<file path="config.mk">
export PLATFORM = sky130hd
export DESIGN_NAME = fm_freeze_sched
export DESIGN_NICKNAME = d
export VERILOG_FILES = /design/src/rtl/fm_sb_pkg.sv /design/src/rtl/fm_sb_next_idx.sv /design/src/rtl/fm_freeze_sched.sv
export SDC_FILE = /design/constraint.sdc
export NUM_CORES = 1
export LEC_CHECK = 0
export ABC_CLOCK_PERIOD_IN_PS = 3400
export CELL_PAD_IN_SITES_DETAIL_PLACEMENT = 0
export CELL_PAD_IN_SITES_GLOBAL_PLACEMENT = 1
export CORE_MARGIN = 10
export CORE_UTILIZATION = 39
export DETAILED_ROUTE_END_ITERATION = 12
export PLACE_DENSITY = 0.77
export RECOVER_POWER = 50
export SLEW_MARGIN = 20
export SYNTH_ARGS = -nofsm -noshare
export SYNTH_HDL_FRONTEND = slang
export SYNTH_SLANG_ARGS = --single-unit
</file>
<file path="constraint.sdc">
create_clock -name clk_hs -period 3.4 [get_ports clk_hs]
set_clock_uncertainty 0.15 [all_clocks]
set_input_delay 0.68 -clock clk_hs [delete_from_list [all_inputs] [get_ports clk_hs]]
set_output_delay 0.68 -clock clk_hs [all_outputs]
set_load 0.02 [all_outputs]
</file>
<file path="src/rtl/fm_sb_pkg.sv">
// Shared types and constants for the spy-buffer freeze/readout scheduler.
package fm_sb_pkg;

    // Scheduler FSM states. The numeric values are visible on the state output.
    typedef enum logic [2:0] {
        ST_IDLE   = 3'd0,
        ST_ARMED  = 3'd1,
        ST_POST   = 3'd2,
        ST_FREEZE = 3'd3,
        ST_DONE   = 3'd4
    } fm_sched_state_t;

    // Trigger source selection encodings.
    localparam logic [1:0] TRIG_SEL_SW  = 2'd0;
    localparam logic [1:0] TRIG_SEL_HW  = 2'd1;
    localparam logic [1:0] TRIG_SEL_ANY = 2'd2;
    localparam logic [1:0] TRIG_SEL_OFF = 2'd3;

endpackage

</file>
<file path="src/rtl/fm_sb_next_idx.sv">
// Combinational search for the next enabled spy-buffer index above cur_idx.
// With from_start set the search begins below index 0, so bit 0 is eligible.
module fm_sb_next_idx
    import fm_sb_pkg::*;
#(
    parameter int SB_N  = 27,
    parameter int IDX_W = $clog2(SB_N)
) (
    input  logic [SB_N-1:0]  mask,
    input  logic [IDX_W-1:0] cur_idx,
    input  logic             from_start,
    output logic [IDX_W-1:0] next_idx,
    output logic             none
);

    logic [SB_N-1:0] cand;

    // A bit is a candidate when it is enabled and lies strictly above cur_idx.
    generate
        for (genvar gi = 0; gi < SB_N; gi++) begin : g_cand
            assign cand[gi] = mask[gi] & (from_start | (IDX_W'(gi) > cur_idx));
        end
    endgenerate

    // Lowest candidate wins: scanning downwards lets the last hit be the smallest.
    always_comb begin
        next_idx = '0;
        none     = 1'b1;
        for (int i = SB_N - 1; i >= 0; i--) begin
            if (cand[i]) begin
                next_idx = IDX_W'(i);
                none     = 1'b0;
            end
        end
    end

endmodule

</file>
<file path="src/rtl/fm_freeze_sched.sv">
// Freeze/readout scheduler for the fast-monitoring spy buffers.
// Arms on command, waits a post-trigger window after the selected trigger,
// freezes the enabled buffers together, then hands them one at a time to the
// readout engine and keeps them frozen until released.
module fm_freeze_sched
    import fm_sb_pkg::*;
#(
    parameter int SB_N  = 27,
    parameter int CNT_W = 16,
    parameter int IDX_W = $clog2(SB_N)
) (
    input  logic             clk_hs,
    input  logic             rst_hs,
    input  logic [SB_N-1:0]  sb_enable,
    input  logic             arm,
    input  logic             sw_trigger,
    input  logic             hw_trigger,
    input  logic [1:0]       trig_sel,
    input  logic [CNT_W-1:0] post_trig_len,
    input  logic             release_pulse,
    input  logic             rd_ack,
    output logic [SB_N-1:0]  freeze,
    output logic             rd_req,
    output logic [IDX_W-1:0] rd_idx,
    output logic [2:0]       state,
    output logic [CNT_W-1:0] trig_count
);

    fm_sched_state_t  state_reg;
    logic [SB_N-1:0]  mask_reg;
    logic [CNT_W-1:0] cnt_reg;
    logic             hw_prev_reg;
    logic             first_reg;     // next grant searches from below index 0
    logic [SB_N-1:0]  freeze_reg;
    logic             rd_req_reg;
    logic [IDX_W-1:0] rd_idx_reg;
    logic [CNT_W-1:0] trig_count_reg;

    logic             hw_rise;
    logic             trig_hit;
    logic [IDX_W-1:0] next_idx;
    logic             next_none;

    assign hw_rise = hw_trigger & ~hw_prev_reg;

    // Qualify the raw trigger sources according to the selected mode.
    always_comb begin
        trig_hit = 1'b0;
        case (trig_sel)
            TRIG_SEL_SW:  trig_hit = sw_trigger;
            TRIG_SEL_HW:  trig_hit = hw_rise;
            TRIG_SEL_ANY: trig_hit = sw_trigger | hw_rise;
            default:      trig_hit = 1'b0;
        endcase
    end

    // One search unit serves both the first grant and every later grant, and
    // also tells the ack cycle whether the walk is finished.
    fm_sb_next_idx #(
        .SB_N  (SB_N),
        .IDX_W (IDX_W)
    ) u_next_idx (
        .mask       (mask_reg),
        .cur_idx    (rd_idx_reg),
        .from_start (first_reg),
        .next_idx   (next_idx),
        .none       (next_none)
    );

    // Scheduler FSM; release overrides every other event in every state.
    always_ff @(posedge clk_hs) begin
        if (rst_hs) begin
            state_reg      <= ST_IDLE;
            mask_reg       <= '0;
            cnt_reg        <= '0;
            hw_prev_reg    <= 1'b0;
            first_reg      <= 1'b0;
            freeze_reg     <= '0;
            rd_req_reg     <= 1'b0;
            rd_idx_reg     <= '0;
            trig_count_reg <= '0;
        end else begin
            hw_prev_reg <= hw_trigger;
            if (release_pulse) begin
                state_reg  <= ST_IDLE;
                cnt_reg    <= '0;
                first_reg  <= 1'b0;
                freeze_reg <= '0;
                rd_req_reg <= 1'b0;
                rd_idx_reg <= '0;
            end else begin
                case (state_reg)
                    ST_IDLE: begin
                        if (arm) begin
                            state_reg <= ST_ARMED;
                        end
                    end
                    ST_ARMED: begin
                        if (trig_hit) begin
                            mask_reg <= sb_enable;
                            cnt_reg  <= post_trig_len;
                            if (trig_count_reg != '1) begin
                                trig_count_reg <= trig_count_reg + CNT_W'(1);
                            end
                            // A zero-length window freezes on the cycle after accept.
                            if (post_trig_len == '0) begin
                                if (sb_enable == '0) begin
                                    state_reg <= ST_DONE;
                                end else begin
                                    state_reg  <= ST_FREEZE;
                                    freeze_reg <= sb_enable;
                                    first_reg  <= 1'b1;
                                end
                            end else begin
                                state_reg <= ST_POST;
                            end
                        end
                    end
                    ST_POST: begin
                        // Window expires as the count reaches zero, so freeze
                        // lands exactly post_trig_len cycles after entering POST.
                        cnt_reg <= (cnt_reg == '0) ? '0 : cnt_reg - CNT_W'(1);
                        if ((cnt_reg == CNT_W'(1)) || (cnt_reg == '0)) begin
                            if (mask_reg == '0) begin
                                state_reg <= ST_DONE;
                            end else begin
                                state_reg  <= ST_FREEZE;
                                freeze_reg <= mask_reg;
                                first_reg  <= 1'b1;
                            end
                        end
                    end
                    ST_FREEZE: begin
                        if (rd_req_reg) begin
                            if (rd_ack) begin
                                rd_req_reg <= 1'b0;
                                if (next_none) begin
                                    state_reg <= ST_DONE;
                                end
                            end
                        end else begin
                            // Entry cycle or the one-cycle gap after an ack.
                            rd_req_reg <= 1'b1;
                            rd_idx_reg <= next_idx;
                            first_reg  <= 1'b0;
                        end
                    end
                    ST_DONE: begin
                        state_reg <= ST_DONE;
                    end
                    default: begin
                        state_reg <= ST_IDLE;
                    end
                endcase
            end
        end
    end

    assign freeze     = freeze_reg;
    assign rd_req     = rd_req_reg;
    assign rd_idx     = rd_idx_reg;
    assign state      = state_reg;
    assign trig_count = trig_count_reg;

endmodule
</file>
; ---- After elaboration in Yosys (flattened, before gate mapping)
; Cells that the tools add are included.
[word_totals]
ff_bits = 97
output_inout_bits = 52
word_cells = 215
[classes]
n_addsub = 2
n_lt_le_gt_ge = 27
n_eq_ne = 18
n_mux = 83
n_bitwise = 59
reduce_logical = 17
[ops]
columns = op, count
row1 = $mux W27, 5
row2 = $mux W5, 27
row3 = $gt A5 B5 Y1 const A, 11
row4 = $logic_not A27 Y1, 2
row5 = $pmux W27 S2, 1
row6 = $gt A4 B5 Y1 const A, 8
row7 = $mux W1, 35
row8 = $logic_not A16 Y1, 2
row9 = $mux W16, 2
row10 = $pmux W16 S2, 1
row11 = $and A1 B1 Y1, 28
row12 = $or A1 B1 Y1, 28
row13 = $mux W3, 9
row14 = $gt A3 B5 Y1 const A, 4
row15 = $ne A2 B2 Y1 const B, 10
row16 = $add A16 B1 Y16 const B, 1
row17 = $eq A16 B1 Y1 const B, 1
row18 = $ne A16 B16 Y1 const B, 1
row19 = $sub A16 B1 Y16 const B, 1
row20 = $pmux W3 S5, 1
row21 = $reduce_and A6 Y1, 2
row22 = $gt A1 B5 Y1 const A, 2
row23 = $gt A2 B5 Y1 const A, 2
row24 = $reduce_and A7 Y1, 1
row25 = other kinds (16), 21

; ---- Logic depth before layout (Yosys ltp)
[logic_depth]
ltp_word = 34
depth_mapped = 9
mapped_depth_nobuf = 8

; ---- Modules after synthesis
; Synthesis repeated with hierarchy kept, for this count alone.
[unflattened]
cells_unflattened = 742
area_unflattened_um2 = 5901.9
[by_module_without_submodules]
columns = mod, n_inst, cells_per_inst, area_per_inst_um2
row1 = fm_freeze_sched, 1, 578, 4894.7
row2 = fm_sb_next_idx, 1, 164, 1007.2

; ---- Worst setup path before layout
; Ideal clock, no wire load.
[synth_timing]
path_kind = input -> register
start = in post_trig_len[11]
end = reg freeze_reg[23], in the netlist freeze[23]
setup_ps = 80
arrival_time_ps = 2309
slack_ps = 861
stages = 7
path_buffers = 1
cell_sequence = nor4_1 -> nand4_1 -> o21bai_1 -> a2111oi_4 -> buf_6 -> nor2_1 -> a211oi_2
[synth_via]
elab_chain_cells = 3
[synth_lines]
columns = item, line_no
row1 = "start, declared", fm_freeze_sched.sv:19  ; input logic [CNT_W-1:0] post_trig_len,
row2 = $logic_not A16 Y1, fm_freeze_sched.sv:106  ; if (post_trig_len == '0) begin
row3 = $ne A2 B2 Y1 (no source line), -
row4 = $reduce_and A6 Y1 (no source line), -
row5 = "end signal, assigned", fm_freeze_sched.sv:111  ; freeze_reg <= sb_enable;
row6 = "end signal, assigned", fm_freeze_sched.sv:128  ; freeze_reg <= mask_reg;
row7 = "end, declared", fm_freeze_sched.sv:34  ; logic [SB_N-1:0] freeze_reg;
; No other way between the ends.
; A chain may end at the register's enable or synchronous reset.

; ---- Final worst setup path
[layout_timing]
start = in release_pulse
end = reg freeze_reg[3], in the netlist freeze[3]
[layout_via]
elab_chain_cells = 1
[layout_lines]
columns = item, line_no
row1 = "start, declared", fm_freeze_sched.sv:20  ; input logic release_pulse,
row2 = $reduce_or A2 Y1 (no source line), -
; No other way between the ends.

==> reports/metrics.yaml <==
outcome:
  outcome: "complete, but fails checks"
  violations: "capacitance limit, slew limit"
die:
  rows: 43
  core-area_mm2: 0.0139
  dieArea_mm2: 0.0194
  io_pins: 104
  die_w_um: 139
  start_util_pct: 39.8
  dieHeight_um: 139
critical_path:
  crit_path_end_kind: "flop"
  crit_type: "in -> reg"
  reg2reg_from: "rd_idx[2]$_SDFFE_PP0P_"
  endpoint: "freeze[3]$_SDFFE_PP0P_"
  r2r_cells: 8
  cp_slowest_stage_delay_ps: 1160
  crit_path_cell_trace: "dlygate4sd3_1 > or2_0 > buf_4 > a211oi_1"
  crit_fanout: 24
  r2r_end: "rd_idx[4]$_SDFFE_PP0P_"
  slowest_stage: "or2_0"
  startpoint: "release_pulse"
  cp.arrival_ps: 3080
  cp-start-kind: "primary input"
  rrSetupSlack_ps: 400
  crit_required_ps: 3470
clock_tree:
  clkSinkCount: 97
  cts_resized: 0
  clock_path_buffers: 2
  holdBufCountCts: 0
  clock_latency_ps: 350
  cts_root_buffer: "clkbuf_16"
  cts_buffers: 9
  clk_pin_slew_ps: 70
  cts_setup_buffers: 0
  cts_tree: "done"
  htree_levels: 3
synth:
  ys_ff_latch: 97
  syn_nets: 715
  synthCells: 659
  synth_edf_count: 0
  yosys_most_used_dff: "dfxtp_1"
  ys_warn_count: 0
  syn_avg_cell_area_um2: 8.42
  seq_area_frac_synth_pct: 35.0
  synth_area_mm2: 0.00555
  synth_cell_types: 65
  synthArstFlopShare_pct: 0
placement:
  hpwl_mm: 13.1
  place.port_buffers: 103
  gp_congestion: 0.871
  post-place-ws_ps: 179
drt:
  dr.pass1.iters: 5
  wl_per_cell_um: 18.9
  route.vias.total: 5298
  vias_per_cell: 5.70
  drt_first_iter_violations: 524
  post-route-drc-count: 0
  routed_wl_mm: 17.5
  ant_nets: 0
global_routing:
  antenna_found_initial: 0
  grt_pass1_wl_mm: 28.4
  grt-ovfl-total: 0
  grt_usage_pct: 17.5
  grt_max_degree: 55
  grt_pass1_vias: 5111
final_layout:
  area_growth_syn_to_layout_pct: 26.1
  drive_gt1_share_pct: 8.53
  nets: 801
  antennaDiodeCount: 0
  final_core_util_pct: 50.2
sta:
  worst-slew-pin-transition_ps: 1540
  finalSetupViolCount: 0
  finalCritPeriodShare_pct: 88.4
  hold_violations: 0
  tns_ps: 0
  drv_slew: 21
  final.min_clock_period_ps: 3010
  max_freq_ghz: 0.333
  slew_headroom_pct: -2.95
  worst_slack_ps: 394
  rsz0062_at_grt: "no"
power_and_ir_drop:
  vdd.ir_drop.worst_mv: 0.204
  p_leak_nw: 2.66
  powerDensity_mw_per_mm2: 405
run:
  maxCapViolCount: 1
min_path:
  min-delay-path-class: "reg -> reg"
[critical path, delay by kind of cell]
kind,cells,cell delay [ps]
and+or+nand+nor,1,1160
AOI/OAI and AO/OA,1,80
buffers and inverters,2,1150
[worst min path at each step]
stage                             start                        to  depth (start not counted)
6_report       cnt_reg[12]$_SDFFE_PP0P_  cnt_reg[12]$_SDFFE_PP0P_                          2
5_1_grt         cnt_reg[5]$_SDFFE_PP0P_   cnt_reg[5]$_SDFFE_PP0P_                          2
4_1_cts        cnt_reg[12]$_SDFFE_PP0P_  cnt_reg[12]$_SDFFE_PP0P_                          2
3_5_place_dp    cnt_reg[5]$_SDFFE_PP0P_   cnt_reg[5]$_SDFFE_PP0P_                          2
3_3_place_gp   cnt_reg[12]$_SDFFE_PP0P_  cnt_reg[12]$_SDFFE_PP0P_                          2
2_1_floorplan   cnt_reg[5]$_SDFFE_PP0P_   cnt_reg[5]$_SDFFE_PP0P_                          2
[cell type report]
type / instances / area [um^2]
fill: 1347 / 6940
timing repair buffer: 118 / 1150
clock buffer: 9 / 225
sequential: 97 / 1940
tap: 180 / 225
multi-input combinational: 508 / 3340
inverter: 11 / 41.3
clock inverter: 7 / 76.3
[cell usage in the layout (no fill, tap or decap), drive strengths merged, types with 21 or more instances in the layout]
cell / synthesis / final
nor3: 21 / 21
nand2: 24 / 24
nor4: 22 / 22
dlygate4sd3: 0 / 50
dfxtp: 97 / 97
a211oi: 34 / 34
o21ai: 42 / 42
a21oi: 29 / 29
nor2: 108 / 108
mux2i: 51 / 51
clkdlybuf4s50: 0 / 53
[synth_stat cells, types with 3 or more instances]
master / instances / area (um^2)
a21o_1: 4 / 30.0
o32ai_1: 3 / 26.3
o211ai_1: 8 / 60.1
a21oi_1: 29 / 145
and3_1: 6 / 37.5
nor3_1: 21 / 105
mux2i_1: 51 / 510
and2_1: 7 / 43.8
buf_2: 11 / 55.1
nor4_1: 21 / 131
a211oi_1: 11 / 82.6
xor2_1: 14 / 123
o22ai_1: 4 / 25.0
a221oi_1: 3 / 26.3
nand3b_1: 8 / 60.1
nand4_1: 15 / 93.8
dfxtp_1: 97 / 1940
clkbuf_1: 25 / 93.8
nand2b_1: 9 / 56.3
inv_1: 11 / 41.3
or3b_2: 3 / 26.3
nor3b_1: 3 / 22.5
nand3_1: 13 / 65.1
nand2_1: 24 / 90.1
a22oi_1: 9 / 67.6
xnor2_1: 4 / 35.0
a211o_1: 4 / 35.0
a32oi_1: 5 / 43.8
o21bai_1: 3 / 22.5
nor2b_1: 7 / 43.8
ha_1: 4 / 50.1
o21a_1: 5 / 37.5
nor2_1: 108 / 405
a211oi_2: 23 / 288
buf_6: 3 / 33.8
o21ai_0: 40 / 200
or2_2: 5 / 31.3
a31oi_1: 4 / 25.0
[cell families after synthesis]
logic type | count (synthesis) | share of synthesized area (%)
AO/OA/AOI/OAI | 177 | 24.2
XOR/XNOR | 18 | 2.84
adder cells (fa/ha/maj) | 4 | 0.902
buffers and inverters | 54 | 4.44
flip-flops | 97 | 35.0
multiplexers | 51 | 9.20
AND/OR/NAND/NOR | 258 | 23.4
[power breakdown]
group          switching (mW)  internal [mW]
clock network           0.470          0.580
logic                   0.331          0.242
registers              0.0407           1.17
total                   0.841           1.99
[stage by stage]
step                      instances  power [mW]  hold slack (ps)  cell area (um^2)
after floorplan                 659        1.61              313              5550
after global placement          914        1.81              329              6730
after detailed placement        914        1.82              341              6730
after CTS                       930        2.87              352              7030
after global routing            930        2.95              379              7000
final                           930        2.84              346              7000
[routing by layer]
layer  track usage, %  vias up  routed length, um
met1             24.6     2511               8580
li1                 -     2632                  -
met5                0        -                  0
met4             4.61        0                248
met2             26.4      135               7850
met3             3.54       20                859
Note: power is estimated with default switching activity, not from simulation.
